$ cat src/rtl/stim_burst_sequencer_if.sv
// Command channel for the burst sequencer: valid/ready handshake plus burst length.
interface stim_burst_sequencer_if #(
    parameter int CNT_WIDTH = 8
);
    logic                 cmd_valid;
    logic                 cmd_ready;
    logic [CNT_WIDTH-1:0] cmd_len;

    modport master (output cmd_valid, output cmd_len, input  cmd_ready);
    modport slave  (input  cmd_valid, input  cmd_len, output cmd_ready);
endinterface

$ cat src/rtl/stim_burst_sequencer.sv
// Burst stimulus sequencer: on each accepted command emits an arm/fire pair on
// arr_o and a paced train of cmd_len single-cycle pulses on O, then a done strobe.
// All pin outputs except cmd_ready are registered from the next state.
module stim_burst_sequencer #(
    parameter int CNT_WIDTH = 8,
    parameter int GAP       = 1
) (
    input  logic                          CLK,
    input  logic                          ASYNCRESETN,
    stim_burst_sequencer_if.slave         cmd,
    output logic                          O,
    output logic [1:0]                    arr_o,
    output logic                          busy,
    output logic                          done
);
    // Gap counter only needs to reach GAP-1; keep at least one bit for GAP<2.
    localparam int           GW       = (GAP > 1) ? $clog2(GAP) : 1;
    localparam logic [GW-1:0] GAP_LAST = GW'((GAP > 0) ? GAP - 1 : 0);

    typedef enum logic [2:0] {
        S_IDLE,
        S_ARM,
        S_PULSE,
        S_GAP,
        S_DONE
    } state_t;

    state_t               state, state_n;
    logic [CNT_WIDTH-1:0] len_q;
    logic [CNT_WIDTH-1:0] remain;
    logic [GW-1:0]        gap_cnt;
    logic                 accept;
    logic                 o_n;
    logic [1:0]           arr_n;
    logic                 busy_n;
    logic                 done_n;

    // Ready is held low while reset is applied so nothing can be accepted then.
    assign cmd.cmd_ready = ASYNCRESETN && (state == S_IDLE);
    assign accept        = cmd.cmd_valid && cmd.cmd_ready;

    // State register.
    always_ff @(posedge CLK or negedge ASYNCRESETN) begin
        if (!ASYNCRESETN) state <= S_IDLE;
        else              state <= state_n;
    end

    // Next-state logic and the values the output registers take next cycle.
    always_comb begin
        state_n = state;
        o_n     = 1'b0;
        arr_n   = 2'b00;
        busy_n  = 1'b0;
        done_n  = 1'b0;
        case (state)
            S_IDLE:  if (accept) state_n = (cmd.cmd_len != '0) ? S_ARM : S_DONE;
            S_ARM:   state_n = S_PULSE;
            S_PULSE: begin
                // remain still holds the pre-decrement count in this cycle.
                if (remain <= CNT_WIDTH'(1)) state_n = S_DONE;
                else if (GAP > 0)            state_n = S_GAP;
                else                         state_n = S_PULSE;
            end
            S_GAP:   if (gap_cnt == GAP_LAST) state_n = S_PULSE;
            S_DONE:  state_n = S_IDLE;
            default: state_n = S_IDLE;
        endcase
        o_n    = (state_n == S_PULSE);
        // Fire follows arm by exactly one cycle; ARM always leads into PULSE.
        if (state_n == S_ARM)  arr_n = 2'b01;
        else if (state == S_ARM) arr_n = 2'b10;
        busy_n = (state_n != S_IDLE);
        done_n = (state_n == S_DONE);
    end

    // Registered Moore outputs.
    always_ff @(posedge CLK or negedge ASYNCRESETN) begin
        if (!ASYNCRESETN) begin
            O     <= 1'b0;
            arr_o <= 2'b00;
            busy  <= 1'b0;
            done  <= 1'b0;
        end else begin
            O     <= o_n;
            arr_o <= arr_n;
            busy  <= busy_n;
            done  <= done_n;
        end
    end

    // Burst length latch, remaining-pulse counter and gap pacing counter.
    always_ff @(posedge CLK or negedge ASYNCRESETN) begin
        if (!ASYNCRESETN) begin
            len_q   <= '0;
            remain  <= '0;
            gap_cnt <= '0;
        end else begin
            if (accept) len_q <= cmd.cmd_len;
            if (state == S_ARM) remain <= len_q;
            else if (state == S_PULSE && remain != '0) remain <= remain - 1'b1;
            if (state == S_GAP) gap_cnt <= gap_cnt + 1'b1;
            else                gap_cnt <= '0;
        end
    end
endmodule

$ cat src/flat_wrapper.sv
// flat-port wrapper written by rule: the top's interface ports become plain ports
module stim_burst_sequencer_flat 
#(
    parameter int CNT_WIDTH = 8,
    parameter int GAP       = 1
)
  (CLK, ASYNCRESETN, O, arr_o, busy, done, cmd_cmd_valid, cmd_cmd_len, cmd_cmd_ready);
  stim_burst_sequencer_if #(.CNT_WIDTH(CNT_WIDTH)) cmd_i ();
  input  logic CLK;
  input  logic ASYNCRESETN;
  output logic O;
  output logic [1:0] arr_o;
  output logic busy;
  output logic done;
  input wire logic [$bits(cmd_i.cmd_valid)-1:0] cmd_cmd_valid;
  input wire logic [$bits(cmd_i.cmd_len)-1:0] cmd_cmd_len;
  output wire logic [$bits(cmd_i.cmd_ready)-1:0] cmd_cmd_ready;
  assign cmd_i.cmd_valid = cmd_cmd_valid;
  assign cmd_i.cmd_len = cmd_cmd_len;
  assign cmd_cmd_ready = cmd_i.cmd_ready;
  stim_burst_sequencer #(.CNT_WIDTH(CNT_WIDTH), .GAP(GAP)) u_core (.CLK(CLK), .ASYNCRESETN(ASYNCRESETN), .cmd(cmd_i), .O(O), .arr_o(arr_o), .busy(busy), .done(done));
endmodule
$ cat config.mk
export PLATFORM = sky130hd
export DESIGN_NAME = stim_burst_sequencer_flat
export DESIGN_NICKNAME = d
export VERILOG_FILES = /design/src/rtl/stim_burst_sequencer_if.sv /design/src/rtl/stim_burst_sequencer.sv /design/src/flat_wrapper.sv
export SDC_FILE = /design/constraint.sdc
export NUM_CORES = 1
export LEC_CHECK = 0
export CAP_MARGIN = 20
export CORE_MARGIN = 2
export CORE_UTILIZATION = 50
export CTS_BUF_LIST = sky130_fd_sc_hd__clkbuf_4 sky130_fd_sc_hd__clkbuf_8
export DETAILED_ROUTE_END_ITERATION = 16
export PLACE_DENSITY = 0.75
export SETUP_SLACK_MARGIN = 0.1
export SLEW_MARGIN = 20
export SYNTH_ARGS = -nofsm -noshare
export SYNTH_HDL_FRONTEND = slang
export SYNTH_SLANG_ARGS = --single-unit
$ cat constraint.sdc
create_clock -name CLK -period 2 [get_ports CLK]
set_input_delay 0.6 -clock CLK [delete_from_list [all_inputs] [get_ports CLK]]
set_output_delay 0.6 -clock CLK [all_outputs]
set_load 0.01 [all_outputs]
==> qor.yml, run 1 <==
setup_viol_count_final: 0
synth.distinct_cells: 33
path_max_fanout: 2
power_frac_comb_pct: 46.0
clkPwrFrac_pct: 10.7
initial_core_util_pct: 53.7
yosysSeqAreaShare_pct: 52.1
syn2layout_area_growth_pct: 24.8
cts_setup_buffers: 0
port_buffers: 16
synth_area_per_cell_um2: 11.0
final_layout_size_suffix_gt1_share_pct: 23.2
syn_nets: 122
yosysTopAreaCell: "dfrtp_1"
overflow: 0
die_h_um: 53.0
route.detailed.wl_per_inst_um: 15.3
cts-root-buf: "clkbuf_4"
dr_total_vias: 957
synth_seq_cells: 25
powerDensity_nw_per_um2: 1410
endpoint_kind: "output pin"
htree_levels: 1
drc: 0
power_mw: 2.10
layout_setup_ws_ps: 155
antenna_left: 0
n_fill_cell: 173
rows: 17
drt-pass1-iter-count: 4
use_met3_pct: 5.93
cts_sinks: 25
synth_top_family_by_area: "simple AND/OR/NAND/NOR gates"
outcome: "complete, no violations"
synth_top_area_share_pct: 52.1
syn_area_um2: 1200
tritoncts: "done"
ios: 17
yosysWarnings: 0
grtUsageMet1_pct: 27.3
synth-simple-area-share_pct: 19.1
worst_ir_drop_vdd_mv: 0.787
grt_pass1_vias: 936
cap_violations: 0
rsz0062_at_grt: "yes"
coreArea_um2: 2230
hold_path.class: "in -> async"
clk_pin_slew_ps: 130
yosys-top-cells-area: "dfrtp_1 (52%), mux2_4 (6.3%), nor2_1 (3.4%), nand3_1 (2.9%), mux2_2 (2.8%)"
syn_inst: 109
synth_fa_ha_area_share_pct: 2.09
power.internal_mw: 1.28
grt_usage_pct: 22.5
p_sw_mw: 0.820
drtIter0Drc: 23
hold_buffers: 0
maxSlewHeadroom_pct: 60.3
place_congestion: 0.872
hpwlAfterDp_um: 1920
p_leak_nw: 0.677
synthMuxAreaShare_pct: 9.91
sequentialPowerShare_pct: 43.3
diodes: 0
startpoint_type: "register"
slew_viol_final: 0
worstPathRequired_ps: 1400
cts_buffer_depth: 2
cts_buffers: 3
post-place-ws_ps: -571
synth_xor_area_share_pct: 0.730
swShare_pct: 39.0
grt_util_met2_pct: 36.9
antenna_found_initial: 0
cp_data_arrival_time_ps: 1250
wirelength_um: 2540
critical_path_class: "reg -> out"
min_period_ps: 1850
via_per_inst: 5.77
hold_viol_final: 0
die_x_um: 53.0
grt_max_degree: 26
clock_skew_ps: 1.89
synth_compound_area_share_pct: 12.3
finalCritPeriodShare_pct: 92.3
top_usage_layer: "met2"
fin_nets: 152
clock.fmax_mhz: 542
grt_pass1_wl_um: 4310
clk_latency_ps: 320
dieArea_um2: 2810
tightest_slew_ps: 591
## synthesized netlist by cell type, drive strengths merged
cell type,n
dfrtp,25
nor2,11
mux2,8
nand2,7
nand3,7
o21ai,6
inv,5
a21oi,4
a32oi,3
nand2b,3
nor3,3
a211oi,2
buf,2
ha,2
nor3b,2
nor4,2
o22ai,2
or3,2
or4,2
a21o,1
a31o,1
clkbuf,1
mux2i,1
nand3b,1
nand4,1
nor4b,1
o211ai,1
o32ai,1
or3b,1
xnor2,1
## layer usage
layer,routed length [um],part of all wire (%),vias to the layer above
met5,0,0,-
li1,-,-,458
met1,1090,43,447
met2,1230,48,44
met4,74,2.9,0
met3,143,5.6,8
## path summary, 6_finish.rpt
| check | end | slack, ps | start | depth (start not counted) |
|---|---|---|---|---|
| max | cmd_cmd_ready | 150 | u_core.state[0] | 2 |
| min | u_core.state[1] | 400 | ASYNCRESETN | 2 |
| max reg2reg | u_core.remain[7] | 200 | u_core.remain[0] | 7 |
| min reg2reg | u_core.gap_cnt | 480 | u_core.gap_cnt | 1 |
| max in group asynchronous | u_core.len_q[0] | 1360 | ASYNCRESETN | 2 |
| min in group CLK | u_core.gap_cnt | 480 | u_core.gap_cnt | 1 |
## critical path, stage by stage (launching register included)
cell and delay [ps]:
dfrtp_1 430, nor4b_4 310, buf_2 190
## placed cells by master (no fill, tap or decap), drive strengths merged, types with 4 or more instances in the layout
master         instances
dfrtp                 25
clkdlybuf4s50         14
mux2                   8
buf                   13
nor2                  11
a21oi                  4
nand2                  7
o21ai                  6
nand3                  7
inv                    5
## cell type report
type                    instances  area, um^2  area share [%]
flip-flops and latches         25         626            41.8
multi-input cells              76         547            36.5
repair buffers                 28         244            16.3
well taps                      28        35.0            2.34
clock buffers                   3        22.5            1.50
inverters                       5        18.8            1.25
clock inverters                 1        5.00           0.334
## state kept, by name, summed over array words and instances, names as in the netlist
| signal | cells |
|---|---|
| u_core.O | 1 |
| u_core.arr_o | 2 |
| u_core.busy | 1 |
| u_core.done | 1 |
| u_core.gap_cnt | 1 |
| u_core.len_q | 8 |
| u_core.remain | 8 |
| u_core.state | 3 |
## what timing repair did
action                                  CTS  global route
endpoints found under the setup margin    1             4
endpoints found under the hold margin     0             0
resized for setup                         7             2
## metrics by stage
step / util [%] / instances / area, um^2 / setup TNS [ps] / hold WS (ps)
global placement: 65.6 / 162 / 1470 / -1310 / 456
finish: 67.1 / 166 / 1500 / 0 / 396
floorplan: - / 109 / 1210 / 0 / 304
global route: 67.1 / 166 / 1500 / 0 / 419
detailed placement: 65.6 / 162 / 1470 / -2310 / 453
CTS: 66.9 / 166 / 1500 / 0 / 396
## kinds of logic after synthesis
kind of cell / after synthesis
and+or+nand+nor: 43
adders and majority gates: 2
buffers and inverters: 8
xor gates and xnor gates: 1
AOI/OAI and AO/OA: 21
muxes: 9
DFF: 25
## power by group through the flow
stage                     registers [mW]  logic [mW]  clock network, mW
after floorplan                    0.886       0.662                  0
after global placement             0.891       0.892                  0
after detailed placement           0.907       0.950                  0
after CTS                          0.905       0.951              0.234
after global routing               0.935        1.07              0.257
final                              0.911       0.969              0.225
Note: power is estimated with default switching activity, not from simulation.
==> run 2, diff against run 1 <==
--- a/config.mk
+++ b/config.mk
@@ -10,9 +10,9 @@
 export CORE_UTILIZATION = 50
 export CTS_BUF_LIST = sky130_fd_sc_hd__clkbuf_4 sky130_fd_sc_hd__clkbuf_8
 export DETAILED_ROUTE_END_ITERATION = 16
-export PLACE_DENSITY = 0.75
+export PLACE_DENSITY = 0.79
 export SETUP_SLACK_MARGIN = 0.1
-export SLEW_MARGIN = 20
+export SLEW_MARGIN = 30
 export SYNTH_ARGS = -nofsm -noshare
 export SYNTH_HDL_FRONTEND = slang
 export SYNTH_SLANG_ARGS = --single-unit
==> run 2 against run 1 <==
Against the previous run:
- sequential share of layout area decreased by 0.10 points
- total power hardly changed
- final cell count shrank 0.60%
- non-clock buffer count down 1
- register-to-register slack better by 30 ps
- clock power is 2% higher
- fmax increased by 1.0%
- die area unchanged
- largest cell class unchanged
- highest routed layer unchanged
==> qor.yml, run 2 (synthesis gave the netlist of run 1 again) <==
outcome: "complete, no violations"
die_h_um: 53.0  # unchanged
drtIter0Drc: 18  # -22%
placedInstanceArea_um2: 1450  # -1.0%
ios: 17  # unchanged
rsz0062_at_grt: "no"
cp_data_arrival_time_ps: 1230  # -20 ps
powerDensity_nw_per_um2: 1400  # -0.23%
tightest_slew_ps: 501  # -90.5 ps
diodes: 0  # unchanged
cts_buffers: 3  # unchanged
p_leak_nw: 0.678  # +0.19%
seq_area_um2: 626  # unchanged
hpwlAfterDp_um: 1800  # -6.2%
antenna_found_initial: 0  # unchanged
endpoint_kind: "output pin"
maxSlewHeadroom_pct: 66.5  # +6.3 points
place_congestion: 0.916  # +5.0%
initial_core_util_pct: 53.7  # unchanged
holdWs_ps: 413  # +17.4 ps
final_common_cell: "dfrtp_1"
post-place-ws_ps: -517  # +54.2 ps
worst_ir_drop_vdd_mv: 0.784  # -0.37%
route.detailed.wl_per_inst_um: 14.3  # -6.6%
cts_sinks: 25  # unchanged
cts-root-buf: "clkbuf_4"
tritoncts: "done"
reg2reg_from: "u_core.remain[0]"
path_max_fanout: 2  # unchanged
dieArea_um2: 2810  # unchanged
worstPathRequired_ps: 1400  # about the same
fin_nets: 151  # -0.66%
n_fill_cell: 176  # +1.7%
clk_pin_slew_ps: 130  # about the same
critical_path_class: "in -> out"
hold_path.class: "in -> async"
startpoint_type: "primary input"
fin_area_um2: 1500  # +0.25%
cap_violations: 0  # unchanged
setup_viol_count_final: 0  # unchanged
slew_viol_final: 0  # unchanged
layout_setup_ws_ps: 173  # +18.5 ps
final_cell_mix: "dfrtp_1 (25), clkdlybuf4s50_1 (14), nor2_1 (11), buf_4 (11)"
clk_latency_ps: 310  # about the same
reg2regPathDepth: 7  # unchanged
dr_total_vias: 946  # -1.1%
drc: 0  # unchanged
grt_pass1_vias: 945  # +0.96%
hold_viol_final: 0  # unchanged
reg_top3: "u_core.len_q (8), u_core.remain (8), u_core.state (3)"
die_x_um: 53.0  # unchanged
overflow: 0  # unchanged
grt_pass1_wl_um: 4260  # -0.95%
final_layout_size_suffix_gt1_share_pct: 21.9  # -1.3 points
rows: 17  # unchanged
port_buffers: 16  # unchanged
via_per_inst: 5.73  # -0.55%
drt-pass1-iter-count: 4  # unchanged
clock.fmax_mhz: 547  # +1.0%
finalCritPeriodShare_pct: 91.3  # -0.93 points
wirelength_um: 2360  # -7.2%
power_mw: 2.10  # about the same
multi_input_area_um2: 556  # +1.6%
cts_buffer_depth: 2  # unchanged
cp-startpoint: "ASYNCRESETN"
min_period_ps: 1830  # -18.5 ps
syn2layout_area_growth_pct: 25.1
coreArea_um2: 2230  # unchanged
htree_levels: 1  # unchanged
grt_max_degree: 26  # unchanged
grt_usage_pct: 21.2  # -1.3 points
antenna_left: 0  # unchanged
clock_skew_ps: 12.6  # +10.7 ps
[run 2: changes by cell type in the layout (fill, tap and decap cells not counted), sizes merged]
cell,change
clkbuf,+1
buf,-1
clkinv,-1
[run 2: routing by layer]
metal / vias to the layer above / share of wire, % / global-route usage, %
li1: 453 / - / -
met1: 453 / 44 / 27.2
met2: 32 / 50 / 34.2
met3: 8 / 4.5 / 4.24
met4: 0 / 1.9 / 10.3
met5: - / 0 / 0
[run 2: path summary, 6_finish.rpt]
kind / to / slack (ps)
setup / recovery: cmd_cmd_ready / 170
hold / removal: u_core.len_q[2] / 410
setup reg to reg: u_core.remain[7] / 230
hold reg to reg: u_core.gap_cnt / 480
max in group asynchronous: u_core.remain[3] / 1340
min in group CLK: u_core.gap_cnt / 480
[run 2: per-stage QoR]
stage	util [%]	instances	setup TNS, ps
after floorplan	-	109	0
after global placement	64.9	160	-1250
after detailed placement	64.9	160	-1980
after CTS	66.7	165	0
after global routing	67.2	165	0
final	67.2	165	0
[run 2: cell type report]
type	instances	area share (%)
sequential	25	41.7
multi-input combinational	76	37.0
timing repair buffer	27	15.8
tap	28	2.33
clock buffer	4	2.00
inverter	5	1.25
[run 2: critical path: stages]
cell and delay (ps):
dlygate4sd2_1 220, nor4b_4 220, buf_2 180
[run 2: what timing repair did]
item,4_1_cts,5_1_grt
resized for setup,6,2
buffers inserted,1,0
hold buffers,0,0
endpoints found under the setup margin,1,3
endpoints found under the hold margin,0,0
[run 2: power breakdown]
part	switching, mW	internal [mW]	leakage [nW]
registers	0.194	0.719	0.309
clock network	0.139	0.0913	0.0184
logic	0.459	0.503	0.351
total	0.791	1.31	0.678
==> run 3, diff against run 2 <==
--- a/config.mk
+++ b/config.mk
@@ -6,11 +6,14 @@
 export NUM_CORES = 1
 export LEC_CHECK = 0
 export CAP_MARGIN = 20
+export CELL_PAD_IN_SITES_DETAIL_PLACEMENT = 1
+export CELL_PAD_IN_SITES_GLOBAL_PLACEMENT = 1
 export CORE_MARGIN = 2
-export CORE_UTILIZATION = 50
+export CORE_UTILIZATION = 39
 export CTS_BUF_LIST = sky130_fd_sc_hd__clkbuf_4 sky130_fd_sc_hd__clkbuf_8
 export DETAILED_ROUTE_END_ITERATION = 16
-export PLACE_DENSITY = 0.79
+export GPL_TIMING_DRIVEN = 0
+export PLACE_DENSITY = 0.78
 export SETUP_SLACK_MARGIN = 0.1
 export SLEW_MARGIN = 30
 export SYNTH_ARGS = -nofsm -noshare
==> run 3 against run 2 <==
Against the previous run:
- combinational power rose by 0.8%
- total power rose by 2.3%
- first-iteration DRC count rose by 5.6%
- sequential cell count did not move
- clock power rose by 7%
- global-route usage fell by 4.9 points
- clock-buffer cell count did not move
- non-clock buffer count fell by 5
- via count fell by 1.7%
- critical path type is now reg -> out
==> qor.yml, run 3 (synthesis gave the netlist of run 1 again) <==
outcome: "complete, no violations"
htree_levels: 1  # unchanged
grt_usage_pct: 16.3  # -4.9 points
final_layout_size_suffix_gt1_share_pct: 22.7  # +0.83 points
drtIter0Drc: 19  # +1
route.detailed.wl_per_inst_um: 15.9  # +12%
maxSlewHeadroom_pct: 61.7  # -4.8 points
slew_viol_final: 0  # unchanged
cap_violations: 0  # unchanged
rsz0062_at_grt: "yes"
worstPathRequired_ps: 1400  # about the same
hold_viol_final: 0  # unchanged
ios: 17  # unchanged
cts-root-buf: "clkbuf_4"
setup_viol_count_final: 0  # unchanged
post-route-util_pct: 50.3  # -17 points
fin_nets: 146  # -3.3%
place_inst: 158  # -1.3%
die_h_um: 59.5  # +12%
post-place-ws_ps: -697  # -180 ps
grt_pass1_vias: 892  # -5.6%
via_per_inst: 5.64  # -1.7%
initial_core_util_pct: 40.3  # -13 points
endpoint_kind: "output pin"
reg_top3: "u_core.len_q (8), u_core.remain (8), u_core.state (3)"
tritoncts: "done"
cp_data_arrival_time_ps: 1270  # +40 ps
overflow: 0  # unchanged
finalCritPeriodShare_pct: 93.3  # +2.0 points
final_common_cell: "dfrtp_1"
clock_skew_ps: 10.0  # -2.58 ps
clk_latency_ps: 320  # about the same
antenna_found_initial: 0  # unchanged
powerDensity_nw_per_um2: 1440  # +2.6%
fin_area_um2: 1500  # -0.33%
tightest_slew_ps: 569  # +67.9 ps
clock.fmax_mhz: 536  # -2.1%
cts_buffers: 3  # unchanged
place_congestion: 0.832  # -9.2%
hold_path.class: "in -> async"
rows: 20  # +3
dr_total_vias: 930  # -1.7%
startpoint_type: "register"
critical_path_class: "reg -> out"
placedInstanceArea_um2: 1400  # -3.3%
dieArea_um2: 3540  # +26%
path_max_fanout: 6  # +4
wirelength_um: 2630  # +12%
cts_buffer_depth: 2  # unchanged
min_period_ps: 1870  # +39.5 ps
grt_pass1_wl_um: 4290  # +0.63%
antenna_left: 0  # unchanged
cts_sinks: 25  # unchanged
port_buffers: 16  # unchanged
hpwlAfterDp_um: 1930  # +7.4%
diodes: 0  # unchanged
drc: 0  # unchanged
syn2layout_area_growth_pct: 24.7
final_cell_mix: "dfrtp_1 (22), clkdlybuf4s50_1 (14), nor2_1 (10), nand2_1 (7), nand3_1 (7)"
die_x_um: 59.5  # +12%
clk_pin_slew_ps: 150  # +20 ps
p_leak_nw: 0.658  # -3.0%
fin_cells: 165  # unchanged
coreArea_um2: 2980  # +33%
layout_setup_ws_ps: 134  # -39.5 ps
grt_max_degree: 27  # +3.8%
drt-pass1-iter-count: 4  # unchanged
worst_ir_drop_vdd_mv: 0.547  # -30%
-- run 3: repair_timing --
action                                  CTS  global route
endpoints found under the setup margin   14            10
resized for setup                         9             8
hold buffers                              0             0
setup buffers                             0             3
-- run 3: worst paths after layout --
check / cells after the start / startpoint / slack (ps) / end
worst max-delay path: 2 / u_core.state[1] / 130 / cmd_cmd_ready
worst min-delay path: 1 / ASYNCRESETN / 90 / u_core.remain[5]
worst max register to register: 6 / u_core.state[0] / 190 / u_core.remain[7]
worst min register to register: 1 / u_core.gap_cnt / 480 / u_core.gap_cnt
max in group asynchronous: 1 / ASYNCRESETN / 1720 / u_core.state[0]
min in group CLK: 1 / u_core.gap_cnt / 480 / u_core.gap_cnt
-- run 3: worst max-delay path, stage by stage, from the launching register on --
cell,delay [ps]
dfrtp_2,480
nor4b_4,300
buf_2,180
-- run 3: stage by stage --
| stage | hold slack, ps | power [mW] | setup TNS, ps |
|---|---|---|---|
| 3_5_place_dp | 460 | 1.82 | -4450 |
| 6_report | 89.1 | 2.15 | 0 |
| 5_1_grt | 88.9 | 2.32 | 0 |
| 4_1_cts | 112 | 2.08 | 0 |
| 2_1_floorplan | 304 | 1.55 | 0 |
| 3_3_place_gp | 446 | 1.77 | -14970 |
-- run 3: per-layer routing --
metal | global-route usage, % | vias to the layer above | wire, um
met4 | 6.82 | 0 | 62
met2 | 25.0 | 19 | 1230
li1 | - | 448 | -
met1 | 23.0 | 457 | 1260
met5 | 0 | - | 0
met3 | 2.40 | 6 | 80
-- run 3: power by group --
part,total [mW],switching [mW],internal (mW),leakage (nW)
Combinational,0.969,0.457,0.513,0.334
Sequential,0.939,0.215,0.723,0.306
Clock,0.245,0.153,0.0914,0.0184
Total,2.15,0.825,1.33,0.658
-- run 3: layout make-up --
class                           instances  area, um^2
Fill cell                             330        1480
Sequential cell                        25         629
Multi-Input combinational cell         76         567
Timing Repair Buffer                   19         183
Tap cell                               33        41.3
Clock buffer                            4        30.0
Buffer                                  3        27.5
Inverter                                5        18.8
